**src/rtl/uart_tx_port_if.sv**
```systemverilog
// Processor-side register bus for uart_tx_port.
//   ce       : chip enable from the data-bus address decode
//   rw       : 1 = write (store), 0 = read (load)
//   address  : register select
//   data_in  : write data from the processor
//   data_out : read data back to the processor (combinational)
interface uart_tx_port_if;
  logic        ce;
  logic        rw;
  logic [1:0]  address;
  logic [7:0]  data_in;
  logic [15:0] data_out;

  modport master (output ce, rw, address, data_in, input  data_out);
  modport slave  (input  ce, rw, address, data_in, output data_out);
endinterface

```
**src/rtl/uart_tx_port.sv**
```systemverilog
// Memory-mapped UART transmitter: 8N1 framing, LSB first, with a small
// byte FIFO in front of the serializer.
//   clk : system clock, all state changes on the rising edge
//   rst : asynchronous active-high reset
//   bus : register bus (slave side)
//         TX_DATA_ADDR   write -> queue byte (dropped + overflow if full)
//         TX_STATUS_ADDR write -> clear overflow
//         TX_STATUS_ADDR read  -> {12'b0, overflow, empty, full, busy}
//   tx  : serial output, idle high, registered
module uart_tx_port #(
  parameter int         DIVISOR        = 217,
  parameter int         FIFO_DEPTH     = 4,
  parameter logic [1:0] TX_DATA_ADDR   = 2'b00,
  parameter logic [1:0] TX_STATUS_ADDR = 2'b01
) (
  input  logic           clk,
  input  logic           rst,
  uart_tx_port_if.slave  bus,
  output logic           tx
);

  localparam int BW = $clog2(DIVISOR);
  localparam int PW = $clog2(FIFO_DEPTH);
  localparam int CW = PW + 1;
  localparam logic [BW-1:0] BAUD_LAST = BW'(DIVISOR - 1);
  localparam logic [CW-1:0] FULL_CNT  = CW'(FIFO_DEPTH);

  typedef enum logic [1:0] {IDLE, START, DATA, STOP} state_t;

  state_t          state, state_n;
  logic [7:0]      mem [FIFO_DEPTH];
  logic [PW-1:0]   wr_ptr, rd_ptr;
  logic [CW-1:0]   count;
  logic [BW-1:0]   baud_cnt;
  logic [2:0]      bit_cnt;
  logic [7:0]      shreg;
  logic            overflow;

  logic empty, full, busy, baud_wrap;
  logic wr_data, wr_status, rd_status;
  logic push, pop;

  assign empty     = (count == '0);
  assign full      = (count == FULL_CNT);
  assign busy      = (state != IDLE);
  assign baud_wrap = (baud_cnt == BAUD_LAST);

  assign wr_data   = bus.ce &  bus.rw & (bus.address == TX_DATA_ADDR);
  assign wr_status = bus.ce &  bus.rw & (bus.address == TX_STATUS_ADDR);
  assign rd_status = bus.ce & ~bus.rw & (bus.address == TX_STATUS_ADDR);

  // Full is judged on the pre-edge count, so a same-cycle pop cannot make
  // room for a write that arrived while full.
  assign push = wr_data & ~full;

  assign bus.data_out = rd_status ? {12'b0, overflow, empty, full, busy} : 16'h0000;

  // Next state; pop marks the edge that loads a new byte and starts a frame.
  always_comb begin
    state_n = state;
    pop     = 1'b0;
    case (state)
      IDLE:  if (!empty) begin
               state_n = START;
               pop     = 1'b1;
             end
      START: if (baud_wrap) state_n = DATA;
      DATA:  if (baud_wrap && bit_cnt == 3'd7) state_n = STOP;
      STOP:  if (baud_wrap) begin
               if (!empty) begin
                 state_n = START;
                 pop     = 1'b1;
               end else begin
                 state_n = IDLE;
               end
             end
      default: state_n = IDLE;
    endcase
  end

  always_ff @(posedge clk or posedge rst) begin
    if (rst) state <= IDLE;
    else     state <= state_n;
  end

  // FIFO storage needs no reset: empty/full come from count alone.
  always_ff @(posedge clk) begin
    if (push) mem[wr_ptr] <= bus.data_in;
  end

  always_ff @(posedge clk or posedge rst) begin
    if (rst) begin
      wr_ptr   <= '0;
      rd_ptr   <= '0;
      count    <= '0;
      overflow <= 1'b0;
    end else begin
      if (push) wr_ptr <= wr_ptr + PW'(1);
      if (pop)  rd_ptr <= rd_ptr + PW'(1);
      case ({push, pop})
        2'b10:   count <= count + CW'(1);
        2'b01:   count <= count - CW'(1);
        default: ;
      endcase
      if (wr_data && full) overflow <= 1'b1;
      else if (wr_status)  overflow <= 1'b0;
    end
  end

  // Serializer. tx always holds the level of the bit period now running;
  // at each baud wrap it is loaded with the level for the next period.
  always_ff @(posedge clk or posedge rst) begin
    if (rst) begin
      tx       <= 1'b1;
      baud_cnt <= '0;
      bit_cnt  <= '0;
      shreg    <= '0;
    end else if (pop) begin
      shreg    <= mem[rd_ptr];
      baud_cnt <= '0;
      bit_cnt  <= '0;
      tx       <= 1'b0;
    end else if (state != IDLE) begin
      baud_cnt <= baud_wrap ? '0 : baud_cnt + BW'(1);
      if (baud_wrap) begin
        case (state)
          START: tx <= shreg[0];
          DATA:  if (bit_cnt == 3'd7) begin
                   tx <= 1'b1;
                 end else begin
                   shreg   <= shreg >> 1;
                   tx      <= shreg[1];
                   bit_cnt <= bit_cnt + 3'd1;
                 end
          STOP:  tx <= 1'b1;
          default: ;
        endcase
      end
    end
  end

endmodule

```
**src/flat_wrapper.sv**
```systemverilog
// flat-port wrapper written by rule: the top's interface ports become plain ports
module uart_tx_port_flat 
#(
  parameter int         DIVISOR        = 217,
  parameter int         FIFO_DEPTH     = 4,
  parameter logic [1:0] TX_DATA_ADDR   = 2'b00,
  parameter logic [1:0] TX_STATUS_ADDR = 2'b01
)
  (clk, rst, tx, bus_ce, bus_rw, bus_address, bus_data_in, bus_data_out);
  uart_tx_port_if bus_i ();
  input  logic clk;
  input  logic rst;
  output logic tx;
  input wire logic [$bits(bus_i.ce)-1:0] bus_ce;
  input wire logic [$bits(bus_i.rw)-1:0] bus_rw;
  input wire logic [$bits(bus_i.address)-1:0] bus_address;
  input wire logic [$bits(bus_i.data_in)-1:0] bus_data_in;
  output wire logic [$bits(bus_i.data_out)-1:0] bus_data_out;
  assign bus_i.ce = bus_ce;
  assign bus_i.rw = bus_rw;
  assign bus_i.address = bus_address;
  assign bus_i.data_in = bus_data_in;
  assign bus_data_out = bus_i.data_out;
  uart_tx_port #(.DIVISOR(DIVISOR), .FIFO_DEPTH(FIFO_DEPTH), .TX_DATA_ADDR(TX_DATA_ADDR), .TX_STATUS_ADDR(TX_STATUS_ADDR)) u_core (.clk(clk), .rst(rst), .bus(bus_i), .tx(tx));
endmodule
```
**config.mk**
```make
export PLATFORM = sky130hd
export DESIGN_NAME = uart_tx_port_flat
export DESIGN_NICKNAME = d
export VERILOG_FILES = /design/src/rtl/uart_tx_port_if.sv /design/src/rtl/uart_tx_port.sv /design/src/flat_wrapper.sv
export SDC_FILE = /design/constraint.sdc
export NUM_CORES = 1
export LEC_CHECK = 0
export BUFFER_PORTS_ARGS = -buffer_cell sky130_fd_sc_hd__buf_4
export CAP_MARGIN = 5
export CORE_MARGIN = 5
export CORE_UTILIZATION = 40
export DETAILED_ROUTE_END_ITERATION = 10
export HOLD_SLACK_MARGIN = 0.08
export PLACE_DENSITY_LB_ADDON = 0.15
export SETUP_SLACK_MARGIN = 0.5
export SLEW_MARGIN = 15
export SYNTH_ARGS = -nofsm -noshare
export SYNTH_HDL_FRONTEND = slang
export SYNTH_SLANG_ARGS = --single-unit
```
**constraint.sdc**
```tcl
create_clock -name clk -period 6.4 [get_ports clk]
set_input_delay 0.64 -clock clk [delete_from_list [all_inputs] [get_ports clk]]
set_output_delay 0.64 -clock clk [all_outputs]
set_load 0.005 [all_outputs]
```
==> results.yml <==
run_status:
  status: "finished, final reports clean"
cts:
  cts_tree: "built"
  clk_latency_ns: 0.34
  clock_sinks: 62
  cts_made_buffers: 9
  holdBufCountCts: 0
  clk_pin_slew_ns: 0.08
  clk_path_buf_depth: 2
  cts-root-buf: "clkbuf_8"
  cts_resized: 0
  cts_htree_levels: 3
  cts_setup_buffers: 0
synthesis:
  synth_cell_types: 51
  synthArstFlopShare_pct: 48.4
  synth.ff_latch_count: 62
  synth_edf_count: 32
  synth_area_per_cell_um2: 13.6
  yosysWarningCount: 0
  syn-cell-area_um2: 3040
  synth_cells: 224
  synth_ff_type: "edfxtp_1"
  seq_area_frac_synth_pct: 56.3
global_route:
  antenna_found_initial: 0
  overflow: 0
  grt_pass1_vias: 1678
  grt_pass1_wl_um: 8630
  grt_max_degree: 31
  gr-usage-all-layers_pct: 11.7
route:
  drc: 0
  drt_iter0_markers: 46
  firstDrtPassIters: 4
  drt-total-wl_um: 5300
  wl_per_cell_um: 15.1
  ant_nets: 0
  route.vias.total: 1726
  via_per_inst: 4.90
power_and_ir_drop:
  power.total_mw: 1.34
  power.share.clock_pct: 23.7
  p_leak_nw: 1.44
  internal_power_mw: 0.879
  p_sw_mw: 0.462
  pwr-share-comb_pct: 32.3
  swShare_pct: 34.5
  p_seq_share_pct: 44.0
  vdd_ir_drop_max_mv: 0.173
  power.density_nw_per_um2: 393
layout:
  drive_gt1_share_pct: 25.7
  fin_area_um2: 3410
  final_cell_mix: "edfxtp_1 (32), dfrtp_1 (29), buf_4 (19)"
  area_growth_pct: 12.2
  final_common_cell: "edfxtp_1"
  fin_nets: 277
  fin_cells: 352
  antenna_cells: 0
  utilization_pct: 46.6
timing:
  fin_ws_ns: 3.43
  fmaxAchievable_ghz: 0.337
  whs_ns: 0.383
  max-slew-margin-rel_pct: 46.6
  fin_crit_sh_pct: 46.4
  clock_skew_ns: 0.00890
  hold_violations: 0
  tns_ns: 0
  finalCriticalPeriod_ns: 2.97
  worst_pin_slew_ns: 0.799
  grt_setup_unrepaired: "no"
  drv_slew: 0
  setup_viol: 0
floorplan:
  core.rowCount: 31
  dieArea_um2: 9450
  io_pins: 31
  die_x_um: 97.2
  core_area_um2: 7330
  initial_core_util_pct: 41.5
  die_y_um: 97.2
critical_path:
  crit_path_end_kind: "flip-flop"
  startpoint_type: "flip-flop"
  critical_path_class: "reg -> reg"
  worstPathRequired_ns: 6.67
  r2r_start: "u_core.state[0]"
  cpPeakStageDelay_ns: 0.49
  arrival_ns: 3.24
  cpMaxStageDelayCell: "ha_1"
  path_max_fanout: 16
  startpoint: "u_core.state[0]"
  path_cells: "inv_1, ha_1, a31oi_1, or3_4, inv_2, ha_1, inv_1, fa_1, xor2_1, nor2_1, xor2_1"
place:
  pre_cts_slack_ns: 3.44
  place_inst: 336
  portBuffers: 18
  dpl.hpwl_um: 3630
  gp_congestion: 0.742
  dpl-instance-area_um2: 3230
run:
  maxCapViolCount: 0
worst_hold_path:
  hold_path_class: "in -> async"
[power groups by stage]
| stage | clock, mW | sequential (mW) | combinational, mW |
|---|---|---|---|
| 2_1_floorplan | 0 | 0.552 | 0.392 |
| 3_3_place_gp | 0 | 0.600 | 0.434 |
| 3_5_place_dp | 0 | 0.602 | 0.436 |
| 4_1_cts | 0.327 | 0.593 | 0.440 |
| 5_1_grt | 0.347 | 0.607 | 0.486 |
| 6_report | 0.318 | 0.590 | 0.433 |
[sequential cells by signal, summed over array words and instances, names as in the netlist]
register,count
u_core.mem,32
u_core.baud_cnt,8
u_core.shreg,8
u_core.bit_cnt,3
u_core.count,3
u_core.rd_ptr,2
u_core.state,2
u_core.wr_ptr,2
u_core.overflow,1
u_core.tx,1
[logic make-up after synthesis]
group                      after synthesis  share of synthesized area [%]
other                                    1                          0.123
muxes                                   27                           13.6
adders and majority gates               15                           6.41
and+or+nand+nor                         48                           9.13
DFF                                     62                           56.3
buffers and inverters                   33                           5.88
AOI/OAI and AO/OA                       31                           6.58
xor gates and xnor gates                 7                           2.01
[synth_stat cells, types with 2 or more instances]
cell type	instances	area, um^2
edfxtp_1	32	961
dfrtp_1	29	726
inv_1	15	56.3
ha_1	14	175
buf_4	12	90.1
nor2_1	11	41.3
mux2_2	10	113
o21ai_0	9	45.0
a21oi_1	8	40.0
mux4_2	8	180
mux2_4	6	90.1
and2_1	5	31.3
nand2_1	5	18.8
and3_1	4	25.0
or3_1	4	25.0
xor2_1	4	35.0
mux2i_1	3	30.0
nand3_1	3	15.0
nor3_1	3	15.0
xnor2_1	3	26.3
a211oi_1	2	15.0
buf_2	2	10.0
clkbuf_1	2	7.51
nor2b_1	2	12.5
nor4b_1	2	17.5
[routing by layer]
layer | part of all wire (%) | global-route usage [%]
met1 | 47 | 14.8
met2 | 48 | 18.8
met3 | 3.1 | 2.87
met4 | 1.5 | 5.75
met5 | 0 | 0
[critical path: cells and delay by family, from the launching register on]
family                     cells  cell delay, ns
AOI/OAI and AO/OA              1            0.12
buffers and inverters          3            0.41
DFF                            1            0.40
adders and majority gates      3            1.08
and+or+nand+nor                2            0.57
xor gates and xnor gates       2            0.29
[final timing paths]
kind,slack (ns),cells past startpoint,end
worst max-delay path,3.43,11,u_core.count[2]
worst min-delay path,0.38,3,u_core.shreg[0]
worst max register to register,3.43,11,u_core.count[2]
worst min register to register,0.52,2,u_core.shreg[7]
max in group asynchronous,5.69,3,u_core.tx
min in group clk,0.49,2,u_core.overflow
[area by class of cell]
| type | instances | area (um^2) |
|---|---|---|
| Clock buffer | 9 | 124 |
| Clock inverter | 7 | 58.8 |
| Fill cell | 644 | 3920 |
| Inverter | 16 | 60.1 |
| Multi-Input combinational cell | 140 | 1190 |
| Sequential cell | 62 | 1710 |
| Tap cell | 99 | 124 |
| Timing Repair Buffer | 19 | 143 |
Note: power is estimated with default switching activity, not from simulation.
